<file path="src/rtl/pipe_stage_reg.sv">
// Parametrised pipeline stage register with valid bit and bubble/hold counters.
// Optional flush port enabled by defining PIPE_FLUSH_EN.
module pipe_stage_reg #(
  parameter int DATA_W     = 32,
  parameter int REG_ADDR_W = 5,
  parameter int ALUOP_W    = 8,
  parameter int STALL_W    = 6,
  parameter int STAGE      = 3,
  parameter int CNT_W      = 16
) (
  input  logic                  clk,
  input  logic                  rst,
  input  logic [STALL_W-1:0]    stall,
`ifdef PIPE_FLUSH_EN
  input  logic                  flush,
`endif
  input  logic                  in_valid,
  input  logic [REG_ADDR_W-1:0] in_wd,
  input  logic                  in_wreg,
  input  logic [DATA_W-1:0]     in_wdata,
  input  logic [DATA_W-1:0]     in_hi,
  input  logic [DATA_W-1:0]     in_lo,
  input  logic                  in_whilo,
  input  logic [ALUOP_W-1:0]    in_aluop,
  input  logic [DATA_W-1:0]     in_mem_addr,
  input  logic [DATA_W-1:0]     in_reg2,
  input  logic                  in_cp0_we,
  input  logic [4:0]            in_cp0_waddr,
  input  logic [DATA_W-1:0]     in_cp0_data,
  output logic                  out_valid,
  output logic [REG_ADDR_W-1:0] out_wd,
  output logic                  out_wreg,
  output logic [DATA_W-1:0]     out_wdata,
  output logic [DATA_W-1:0]     out_hi,
  output logic [DATA_W-1:0]     out_lo,
  output logic                  out_whilo,
  output logic [ALUOP_W-1:0]    out_aluop,
  output logic [DATA_W-1:0]     out_mem_addr,
  output logic [DATA_W-1:0]     out_reg2,
  output logic                  out_cp0_we,
  output logic [4:0]            out_cp0_waddr,
  output logic [DATA_W-1:0]     out_cp0_data,
  output logic [CNT_W-1:0]      bubble_cnt,
  output logic [CNT_W-1:0]      hold_cnt
);

  typedef struct packed {
    logic                  valid;
    logic [REG_ADDR_W-1:0] wd;
    logic                  wreg;
    logic [DATA_W-1:0]     wdata;
    logic [DATA_W-1:0]     hi;
    logic [DATA_W-1:0]     lo;
    logic                  whilo;
    logic [ALUOP_W-1:0]    aluop;
    logic [DATA_W-1:0]     mem_addr;
    logic [DATA_W-1:0]     reg2;
    logic                  cp0_we;
    logic [4:0]            cp0_waddr;
    logic [DATA_W-1:0]     cp0_data;
  } pl_t;

  pl_t  pl_d;
  pl_t  pl_q;
  logic s_up;
  logic s_dn;
  logic kill;
  logic a_bub;
  logic a_adv;
  logic a_hold;

  assign s_up = stall[STAGE];
  assign s_dn = stall[STAGE+1];

  // Actions are made mutually exclusive so the decoder below is one-hot.
`ifdef PIPE_FLUSH_EN
  logic a_flush;
  assign a_flush = !rst && flush;
  assign kill    = rst || flush;
`else
  assign kill    = rst;
`endif

  assign a_bub  = !kill && s_up && !s_dn;
  assign a_adv  = !kill && !s_up;
  assign a_hold = !kill && s_up && s_dn;

  always_comb begin
    pl_d           = '0;
    pl_d.valid     = in_valid;
    pl_d.wd        = in_wd;
    pl_d.wreg      = in_wreg;
    pl_d.wdata     = in_wdata;
    pl_d.hi        = in_hi;
    pl_d.lo        = in_lo;
    pl_d.whilo     = in_whilo;
    pl_d.aluop     = in_aluop;
    pl_d.mem_addr  = in_mem_addr;
    pl_d.reg2      = in_reg2;
    pl_d.cp0_we    = in_cp0_we;
    pl_d.cp0_waddr = in_cp0_waddr;
    pl_d.cp0_data  = in_cp0_data;
  end

  function automatic logic [CNT_W-1:0] sat_inc(
    input logic [CNT_W-1:0] c
  );
    return (&c) ? c : c + 1'b1;
  endfunction

  always_ff @(posedge clk) begin
    unique case (1'b1)
      rst: begin
        pl_q       <= '0;
        bubble_cnt <= '0;
        hold_cnt   <= '0;
      end
`ifdef PIPE_FLUSH_EN
      a_flush: pl_q <= '0;
`endif
      a_bub: begin
        pl_q       <= '0;
        bubble_cnt <= sat_inc(bubble_cnt);
      end
      a_adv:  pl_q     <= pl_d;
      a_hold: hold_cnt <= sat_inc(hold_cnt);
      default: ;
    endcase
  end

  assign out_valid     = pl_q.valid;
  assign out_wd        = pl_q.wd;
  assign out_wreg      = pl_q.wreg;
  assign out_wdata     = pl_q.wdata;
  assign out_hi        = pl_q.hi;
  assign out_lo        = pl_q.lo;
  assign out_whilo     = pl_q.whilo;
  assign out_aluop     = pl_q.aluop;
  assign out_mem_addr  = pl_q.mem_addr;
  assign out_reg2      = pl_q.reg2;
  assign out_cp0_we    = pl_q.cp0_we;
  assign out_cp0_waddr = pl_q.cp0_waddr;
  assign out_cp0_data  = pl_q.cp0_data;

endmodule

</file>
<file path="config.mk">
export PLATFORM = sky130hd
export DESIGN_NAME = pipe_stage_reg
export DESIGN_NICKNAME = d
export VERILOG_FILES = /design/src/rtl/pipe_stage_reg.sv
export SDC_FILE = /design/constraint.sdc
export NUM_CORES = 1
export LEC_CHECK = 0
export BUFFER_PORTS_ARGS = -buffer_cell sky130_fd_sc_hd__buf_2
export CORE_AREA = 2 2 184 186
export DETAILED_ROUTE_END_ITERATION = 8
export DIE_AREA = 0 0 186 188
export PLACE_DENSITY_LB_ADDON = 0.12
export SKIP_LAST_GASP = 1
export SLEW_MARGIN = 15
export SYNTH_ARGS = -nofsm -noshare
export SYNTH_HDL_FRONTEND = slang
export SYNTH_SLANG_ARGS = --single-unit
</file>
<file path="constraint.sdc">
create_clock -name clk -period 12.77 [get_ports clk]
set_input_delay 2.554 -clock clk [delete_from_list [all_inputs] [get_ports clk]]
set_output_delay 2.554 -clock clk [all_outputs]
set_load 0.005 [all_outputs]
</file>
==> results of run 1 <==
-- per-stage QoR --
| step | total power (uW) | hold slack, ps |
|---|---|---|
| 2_1_floorplan | 1040 | 620 |
| 3_3_place_gp | 1140 | 628 |
| 3_5_place_dp | 1150 | 640 |
| 4_1_cts | 1930 | 659 |
| 5_1_grt | 1980 | 684 |
| 6_report | 1900 | 655 |
-- registers in the layout, indices dropped and copies added, names as in the netlist --
name / count
out_cp0_waddr: 5
out_wdata: 32
bubble_cnt: 16
out_mem_addr: 32
out_valid: 1
hold_cnt: 16
out_whilo: 1
out_wd: 5
out_lo: 32
out_cp0_data: 32
out_reg2: 32
out_cp0_we: 1
out_wreg: 1
out_aluop: 8
out_hi: 32
-- worst max-delay path by stage --
stage | start | end | cells past startpoint
floorplan | rst | out_aluop[0]$_SDFFCE_PN0P_ | 3
global placement | rst | out_lo[21]$_SDFFCE_PN0P_ | 5
detailed placement | rst | out_lo[0]$_SDFFCE_PN0P_ | 5
CTS | rst | out_wd[3]$_SDFFCE_PN0P_ | 5
global route | rst | out_lo[4]$_SDFFCE_PN0P_ | 5
finish | rst | out_hi[23]$_SDFFCE_PN0P_ | 5
-- metal layers --
layer	share of wire	wire, um	GRT usage	up-vias
li1	-	-	-	3141
met1	0.35	9370	0.156	2980
met2	0.51	13500	0.261	286
met3	0.11	2940	0.0653	39
met4	0.026	677	0.0400	6
met5	0.0017	46	0	-
-- worst max-delay path, cell delays in order --
cell	delay [ps]
buf_2	140
inv_1	120
nand3_4	410
buf_4	550
buf_4	800
-- power by group --
| group | switching, uW | internal, uW |
|---|---|---|
| logic | 76.0 | 77.3 |
| registers | 20.3 | 950 |
| clock network | 327 | 448 |
| total | 423 | 1480 |
-- layout by cell type (no fill, tap or decap), types with 6 or more instances in the layout --
master	netlist	final
buf_4	0	7
nand4_1	8	8
nand2_1	8	8
nor2_1	36	35
nand3_1	12	11
xnor2_1	17	17
edfxtp_1	246	246
clkinv_1	0	10
clkbuf_16	0	30
inv_1	10	10
diode_2	0	6
xor2_1	7	7
nor3_1	8	8
buf_2	2	463
clkbuf_1	23	7
and2_1	215	215
-- final cells by class --
type | instances | area (um2)
multi-input combinational | 336 | 2080
inverter | 10 | 37.5
clock buffer | 37 | 777
fill | 3234 | 19800
tap | 448 | 561
antenna | 6 | 15.0
sequential | 246 | 7390
clock inverter | 18 | 116
timing repair buffer | 470 | 2370
-- cells by family after synthesis --
logic type      after synthesis
buf+inv                      35
fa+ha+maj                     2
xor+xnor                     24
compound gates               12
simple gates                298
flops                       246
==> flow_summary.json, run 1 <==
{
  "syn-num-nets": 841,
  "die_area_um2": 35000,
  "synth_edf_count": 246,
  "rsz0062_at_grt": "no",
  "synth_top_family_by_area": "simple AND/OR/NAND/NOR gates",
  "antenna_found_initial": 9,
  "critical_path_arrival_ps": 4660,
  "grt_pass1_vias": 6421,
  "finalHoldViolCount": 0,
  "cp_max_fo": 71,
  "synth-seq-cells": 246,
  "seq_area_frac_synth": 0.771,
  "dp_slack_ps": 7650,
  "max_freq_mhz": 223,
  "drtPass1Iterations": 4,
  "avgSynthCellArea_um2": 15.5,
  "finalMaxSlewViolations": 0,
  "avgRoutedWirePerCell_um": 16.9,
  "syn_to_final_growth_pct": 39.3,
  "route.detailed.drc": 0,
  "drt_iter0_markers": 268,
  "worstHoldPathType": "reg -> reg",
  "status": "completed",
  "postCtsSetupRepairBufs": 0,
  "reg2reg_to": "hold_cnt[10]$_SDFFCE_PN0P_",
  "irDropWorstVdd_mv": 0.112,
  "grt.overflow.total": 0,
  "yosysTopAreaCell": "edfxtp_1",
  "drv_cap": 0,
  "grt_pass1_wl_um": 38900,
  "yosysMostFrequentCell": "edfxtp_1",
  "synthXorXnorAreaFrac": 0.0219,
  "cp-end-kind": "flop",
  "drt_wl_total_um": 26500,
  "clock_latency_ps": 550,
  "p_per_area_nw_per_um2": 142,
  "synth.top_cell.area_share": 0.771,
  "io_buffers": 463,
  "slew_headroom": 0.303,
  "final_area_um2": 13300,
  "synthCells": 617,
  "ys.flop_type": "edfxtp_1",
  "setup_violations": 0,
  "num_rows": 67,
  "numCtsBuffers": 30,
  "synth-compound-area-share": 0.00810,
  "die_x_um": 186,
  "drive_gt1_frac": 0.460,
  "worst_slack_ps": 8290,
  "path_clk_slew_ps": 60,
  "die_y_um": 188,
  "ios": 468,
  "reg2reg_depth": 5,
  "dr_total_vias": 6452,
  "num-nets-final": 1318,
  "fin_util": 0.403,
  "ys_top_cells_by_count": "edfxtp_1, and2_1, nor2_1",
  "dpl.cell_count": 1510,
  "min-delay-start": "bubble_cnt[11]$_SDFFCE_PN0P_",
  "worstPathRequired_ps": 12940,
  "place_congestion": 0.756,
  "cts-resized-gates": 0,
  "root_buffer": "clkbuf_16",
  "p_leak_uw": 0.00610,
  "htreeDepth": 1,
  "ctsLongestPathBuffers": 3,
  "hold_buffers": 0,
  "via_per_inst": 4.11,
  "core_um2": 33100,
  "worst_slew_pin_slew_ps": 1050,
  "yosys_warnings": 0,
  "synth.mux.area_fraction": 0,
  "grt_usage": 0.147,
  "async_reset_ff_frac": 0,
  "synthAdderAreaFrac": 0.00261,
  "finalCritPeriodShare": 0.351,
  "cts_tree": "built",
  "synth_area_leaders": "edfxtp_1, and2_1, xnor2_1",
  "critical_path_class": "in -> reg",
  "r2r-start": "hold_cnt[0]$_SDFFCE_PN0P_",
  "ant_nets": 0,
  "dpl_cell_area_um2": 12400,
  "start_util": 0.289,
  "synth_cell_type_count": 26,
  "fin_skew_ps": 8.14,
  "tns_ps": 0,
  "dp_hpwl_um": 19400,
  "synth_simple_gate_area_frac": 0.182,
  "syn-cell-area_um2": 9580,
  "min_to": "bubble_cnt[11]$_SDFFCE_PN0P_",
  "finalCriticalPeriod_ps": 4480,
  "rrSetupSlack_ps": 10630,
  "cp-start-kind": "primary input",
  "whs_path_depth": 2,
  "finalNonFillerCells": 1571,
  "clkSinkCount": 246,
  "grt_max_degree": 127
}
(Power assumes the default switching activity.)
==> run 2, diff against run 1 <==
- clock period: 12.77 -> 4 ns (I/O delays scaled with it)
==> run 2 against run 1 <==
  * Design area is 0.68% higher
  * First-iteration DRC count is 2.2% lower
  * Die area unchanged
  * Sequential power rose to 3.2 times the previous value
  * Combinational power grew to 3.2 times the previous value
  * Clock power increased to 3.3 times the previous value
  * Total power grew to 3.2 times the previous value
  * Hold slack worse by 130 ps
  * Largest cell class unchanged
  * Largest power group unchanged
==> flow_summary.json, run 2 (synthesized netlist as in run 1, its figures left out) <==
{
  "rrSetupSlack_ps": 1850,
  "cts_tree": "built",
  "die_area_um2": 35000,
  "finalHoldViolCount": 0,
  "grt_usage": 0.142,
  "postCtsSetupRepairBufs": 0,
  "dr_total_vias": 6464,
  "clkPwrFrac": 0.414,
  "critical_path_arrival_ps": 2380,
  "irDropWorstVdd_mv": 0.334,
  "register_area_um2": 7390,
  "finalMaxSlewViolations": 0,
  "dpl.cell_count": 1515,
  "max_freq_mhz": 465,
  "hold_ws_ps": 527,
  "power_switching_share": 0.214,
  "slew_headroom": 0.515,
  "grt.overflow.total": 0,
  "p_leak_uw": 0.00614,
  "finalNonFillerCells": 1565,
  "ios": 468,
  "drive_gt1_frac": 0.463,
  "num-nets-final": 1321,
  "start_util": 0.289,
  "layout_commonest_cell": "buf_2",
  "dp_hpwl_um": 18900,
  "status": "completed",
  "final_cell_mix": "buf_2, edfxtp_1, and2_1",
  "syn_to_final_growth_pct": 40.2,
  "fin_skew_ps": 14.5,
  "grt_max_degree": 109,
  "via_per_inst": 4.13,
  "clock_latency_ps": 540,
  "p_seq_frac": 0.506,
  "rsz0062_at_grt": "no",
  "r2r-start": "hold_cnt[0]$_SDFFCE_PN0P_",
  "drt_iter0_markers": 262,
  "p_int_uw": 4810,
  "path_clk_slew_ps": 60,
  "grt_pass1_wl_um": 38100,
  "die_x_um": 186,
  "multi_input_area_um2": 2080,
  "pwr-share-comb": 0.081,
  "tns_ps": 0,
  "cts-resized-gates": 0,
  "cp-start-kind": "flop",
  "netSwitchingPower_uw": 1310,
  "numCtsBuffers": 28,
  "total_power_uw": 6120,
  "core_um2": 33100,
  "fillers": 3171,
  "grt_pass1_vias": 6711,
  "min-delay-start": "in_hi[5]",
  "htreeDepth": 1,
  "ant_nets": 0,
  "finalCritPeriodShare": 0.537,
  "startpoint": "hold_cnt[0]$_SDFFCE_PN0P_",
  "drtPass1Iterations": 4,
  "finalCriticalPeriod_ps": 2150,
  "drt_wl_total_um": 25900,
  "setup_violations": 0,
  "antenna_found_initial": 4,
  "cp_max_fo": 11,
  "io_buffers": 463,
  "ctsLongestPathBuffers": 3,
  "route.detailed.drc": 0,
  "cp-end-kind": "flop",
  "avgRoutedWirePerCell_um": 16.6,
  "die_y_um": 188,
  "place_congestion": 0.732,
  "clkSinkCount": 246,
  "root_buffer": "clkbuf_16",
  "worst_slew_pin_slew_ps": 725,
  "worstPathRequired_ps": 4230,
  "drv_cap": 0,
  "num_rows": 67,
  "worstHoldPathType": "in -> reg",
  "p_per_area_nw_per_um2": 456,
  "hold_buffers": 0,
  "critical_path_class": "reg -> reg"
}
run 2: cell types whose count changed in the layout (fill, tap and decap cells not counted), sizes merged:
cell and change:
diode -3, bufinv +3, clkinvlp -1, clkbuf -3, clkinv -7, buf +5
run 2: path summary, 6_finish.rpt:
| kind | to | cells after the start |
|---|---|---|
| setup reg to reg | hold_cnt[6]$_SDFFCE_PN0P_ | 5 |
| setup / recovery | hold_cnt[6]$_SDFFCE_PN0P_ | 5 |
| hold reg to reg | bubble_cnt[11]$_SDFFCE_PN0P_ | 2 |
| hold / removal | out_hi[5]$_SDFFCE_PN0P_ | 2 |
run 2: power groups by stage:
stage	registers (uW)	clock network [uW]	logic (uW)
after global routing	3120	2710	555
after detailed placement	3150	0	511
after floorplan	3180	0	129
after CTS	3100	2620	512
final	3100	2530	495
after global placement	3150	0	514
run 2: metrics by stage:
| step | setup slack [ps] | instance area, um2 | util |
|---|---|---|---|
| 2_1_floorplan | 838 | 9590 | - |
| 3_3_place_gp | 1590 | 12500 | 0.379 |
| 3_5_place_dp | 1560 | 12500 | 0.379 |
| 4_1_cts | 1780 | 13400 | 0.406 |
| 5_1_grt | 1590 | 13400 | 0.406 |
| 6_report | 1850 | 13400 | 0.406 |
run 2: final cells by class:
type	count	area share
timing repair buffer	475	0.184
tap	448	0.0417
inverter	10	0.00279
antenna	3	0.000559
sequential	246	0.550
clock inverter	13	0.0126
multi-input combinational	336	0.155
clock buffer	34	0.0538
run 2: metal layers:
metal | part of all wire | global-route usage | wire [um] | up-vias
met1 | 0.35 | 0.145 | 9000 | 2997
met4 | 0.022 | 0.0360 | 573 | 2
met3 | 0.12 | 0.0658 | 3100 | 35
met5 | 0.00042 | 0 | 11 | -
met2 | 0.51 | 0.259 | 13200 | 301
li1 | - | - | - | 3129
run 2: critical path, stage by stage (launching register included):
cell and delay [ps]:
edfxtp_1 460, ha_1 310, nand3_1 150, nor2_1 110, a31oi_1 500, buf_4 320
==> run 3, diff against run 2 <==
- clock period: 4 -> 1.8 ns (I/O delays scaled with it)
==> run 3 against run 2 <==
  * Total power up 120%
  * Sequential cell count did not move
  * Clock-buffer cell count unchanged
  * Combinational power grew to 2.5 times the previous value
  * First-iteration DRC count is 8.4% higher
  * Via count grew 3.0%
  * Design area rose by 3.4%
  * Hold slack worse by 430 ps
  * Cell count grew 3.1%
  * Clock power up 110%
  * Global-route usage up 0.92 points
  * Largest cell class unchanged
  * Highest routed layer unchanged
==> flow_summary.json, run 3 (synthesized netlist as in run 1, its figures left out) <==
{
  "status": "completed",
  "numCtsBuffers": 29,
  "max_freq_mhz": 612,
  "setup_violations": 0,
  "drtPass1Iterations": 4,
  "fin_skew_ps": 5.88,
  "route.met3.wl_um": 3120,
  "num_rows": 67,
  "core_um2": 33100,
  "ant_nets": 0,
  "antenna_found_initial": 5,
  "route.detailed.drc": 0,
  "worst_slew_pin_slew_ps": 350,
  "dp_hpwl_um": 21100,
  "grt.overflow.total": 0,
  "cp-start-kind": "flop",
  "p_leak_uw": 0.00639,
  "finalHoldViolCount": 0,
  "tns_ps": 0,
  "root_buffer": "clkbuf_16",
  "grt_pass1_vias": 6654,
  "finalCriticalPeriod_ps": 1630,
  "drt_wl_total_um": 27700,
  "die_area_um2": 35000,
  "finalCritPeriodShare": 0.907,
  "layout_commonest_cell": "buf_2",
  "worstHoldPathType": "in -> reg",
  "rsz0062_at_grt": "no",
  "min-delay-start": "in_mem_addr[9]",
  "ios": 468,
  "start_util": 0.289,
  "die_x_um": 186,
  "dp_slack_ps": 24.1,
  "whs_path_depth": 2,
  "p_per_area_nw_per_um2": 963,
  "worstPathRequired_ps": 1440,
  "cp-end-kind": "primary output",
  "rrSetupSlack_ps": 190,
  "drive_gt1_frac": 0.484,
  "min_to": "out_mem_addr[9]$_SDFFCE_PN0P_",
  "reg2reg_depth": 5,
  "postCtsSetupRepairBufs": 0,
  "cts_tree": "built",
  "grt_usage": 0.151,
  "hold_buffers": 0,
  "path_cells": "buf_4 > buf_2",
  "irDropWorstVdd_mv": 0.667,
  "final_cell_mix": "buf_2, edfxtp_1, and2_1",
  "critical_path_class": "reg -> out",
  "avgRoutedWirePerCell_um": 17.2,
  "grt_pass1_wl_um": 39900,
  "reg2reg_to": "bubble_cnt[12]$_SDFFCE_PN0P_",
  "die_y_um": 188,
  "r2r-start": "bubble_cnt[0]$_SDFFCE_PN0P_",
  "io_buffers": 463,
  "drt_iter0_markers": 284,
  "slew_headroom": 0.766,
  "crit_path_top_delay_cell": "edfxtp_1",
  "finalMaxSlewViolations": 0,
  "htreeDepth": 1,
  "grt_max_degree": 91,
  "critPathMaxStageDelay_ps": 430,
  "num-nets-final": 1366,
  "drv_cap": 0,
  "cts-resized-gates": 0,
  "clkSinkCount": 246,
  "clock_latency_ps": 530,
  "ctsLongestPathBuffers": 3,
  "dr_total_vias": 6658,
  "syn_to_final_growth_pct": 45.0,
  "path_clk_slew_ps": 60,
  "via_per_inst": 4.13,
  "met2_length_um": 14100,
  "place_congestion": 0.804,
  "drt-met1-wl_um": 9900,
  "cp_max_fo": 4,
  "critical_path_arrival_ps": 1270,
  "highest_layer": "met5",
  "worst_slack_ps": 167
}
==> run 3: critical path, delay by kind of cell, from the launching register on <==
kind | cells | cell delay [ps]
flip-flops | 1 | 430
buffers and inverters | 2 | 310
==> run 3: cell type report <==
type                       count  area (um2)
inverter                      10        37.5
clock inverter                17         105
fill                        3196       19200
clock buffer                  34         744
antenna                        4        10.0
multi-input combinational    336        2110
sequential                   246        7390
tap                          448         561
timing repair buffer         519        2940
==> run 3: worst max-delay path by stage <==
stage                                            from                           end  slack, ps  depth (start not counted)
after floorplan           bubble_cnt[0]$_SDFFCE_PN0P_   bubble_cnt[0]$_SDFFCE_PN0P_         50                          4
after global placement      hold_cnt[8]$_SDFFCE_PN0P_    hold_cnt[11]$_SDFFCE_PN0P_         50                          3
after detailed placement    hold_cnt[8]$_SDFFCE_PN0P_    hold_cnt[11]$_SDFFCE_PN0P_         20                          3
after CTS                   hold_cnt[8]$_SDFFCE_PN0P_     hold_cnt[3]$_SDFFCE_PN0P_         10                          3
after global routing      bubble_cnt[0]$_SDFFCE_PN0P_  bubble_cnt[12]$_SDFFCE_PN0P_         70                          5
final                       hold_cnt[2]$_SDFFCE_PN0P_                   hold_cnt[2]        170                          2
==> run 3: report_power, final <==
part | internal, uW | switching (uW) | leakage, uW | total (uW)
clock | 3060 | 2220 | 0.000407 | 5280
sequential | 6730 | 126 | 0.00277 | 6860
combinational | 650 | 600 | 0.00321 | 1250
total | 10400 | 2940 | 0.00639 | 13400
==> run 3: per-layer routing <==
layer	vias up	global-route usage
met1	3088	0.166
met4	2	0.0388
li1	3224	-
met5	-	0
met2	306	0.271
met3	38	0.0577
==> run 3: metrics by stage <==
step                 util  area [um2]  hold slack (ps)  power (uW)  cells
global route        0.420       13900             75.1       14000   1612
CTS                 0.419       13900             69.2       13600   1609
global placement    0.393       13000              636        8260   1558
detailed placement  0.393       13000              639        8260   1558
floorplan               -        9640              558        7350    617
finish              0.420       13900              101       13400   1614
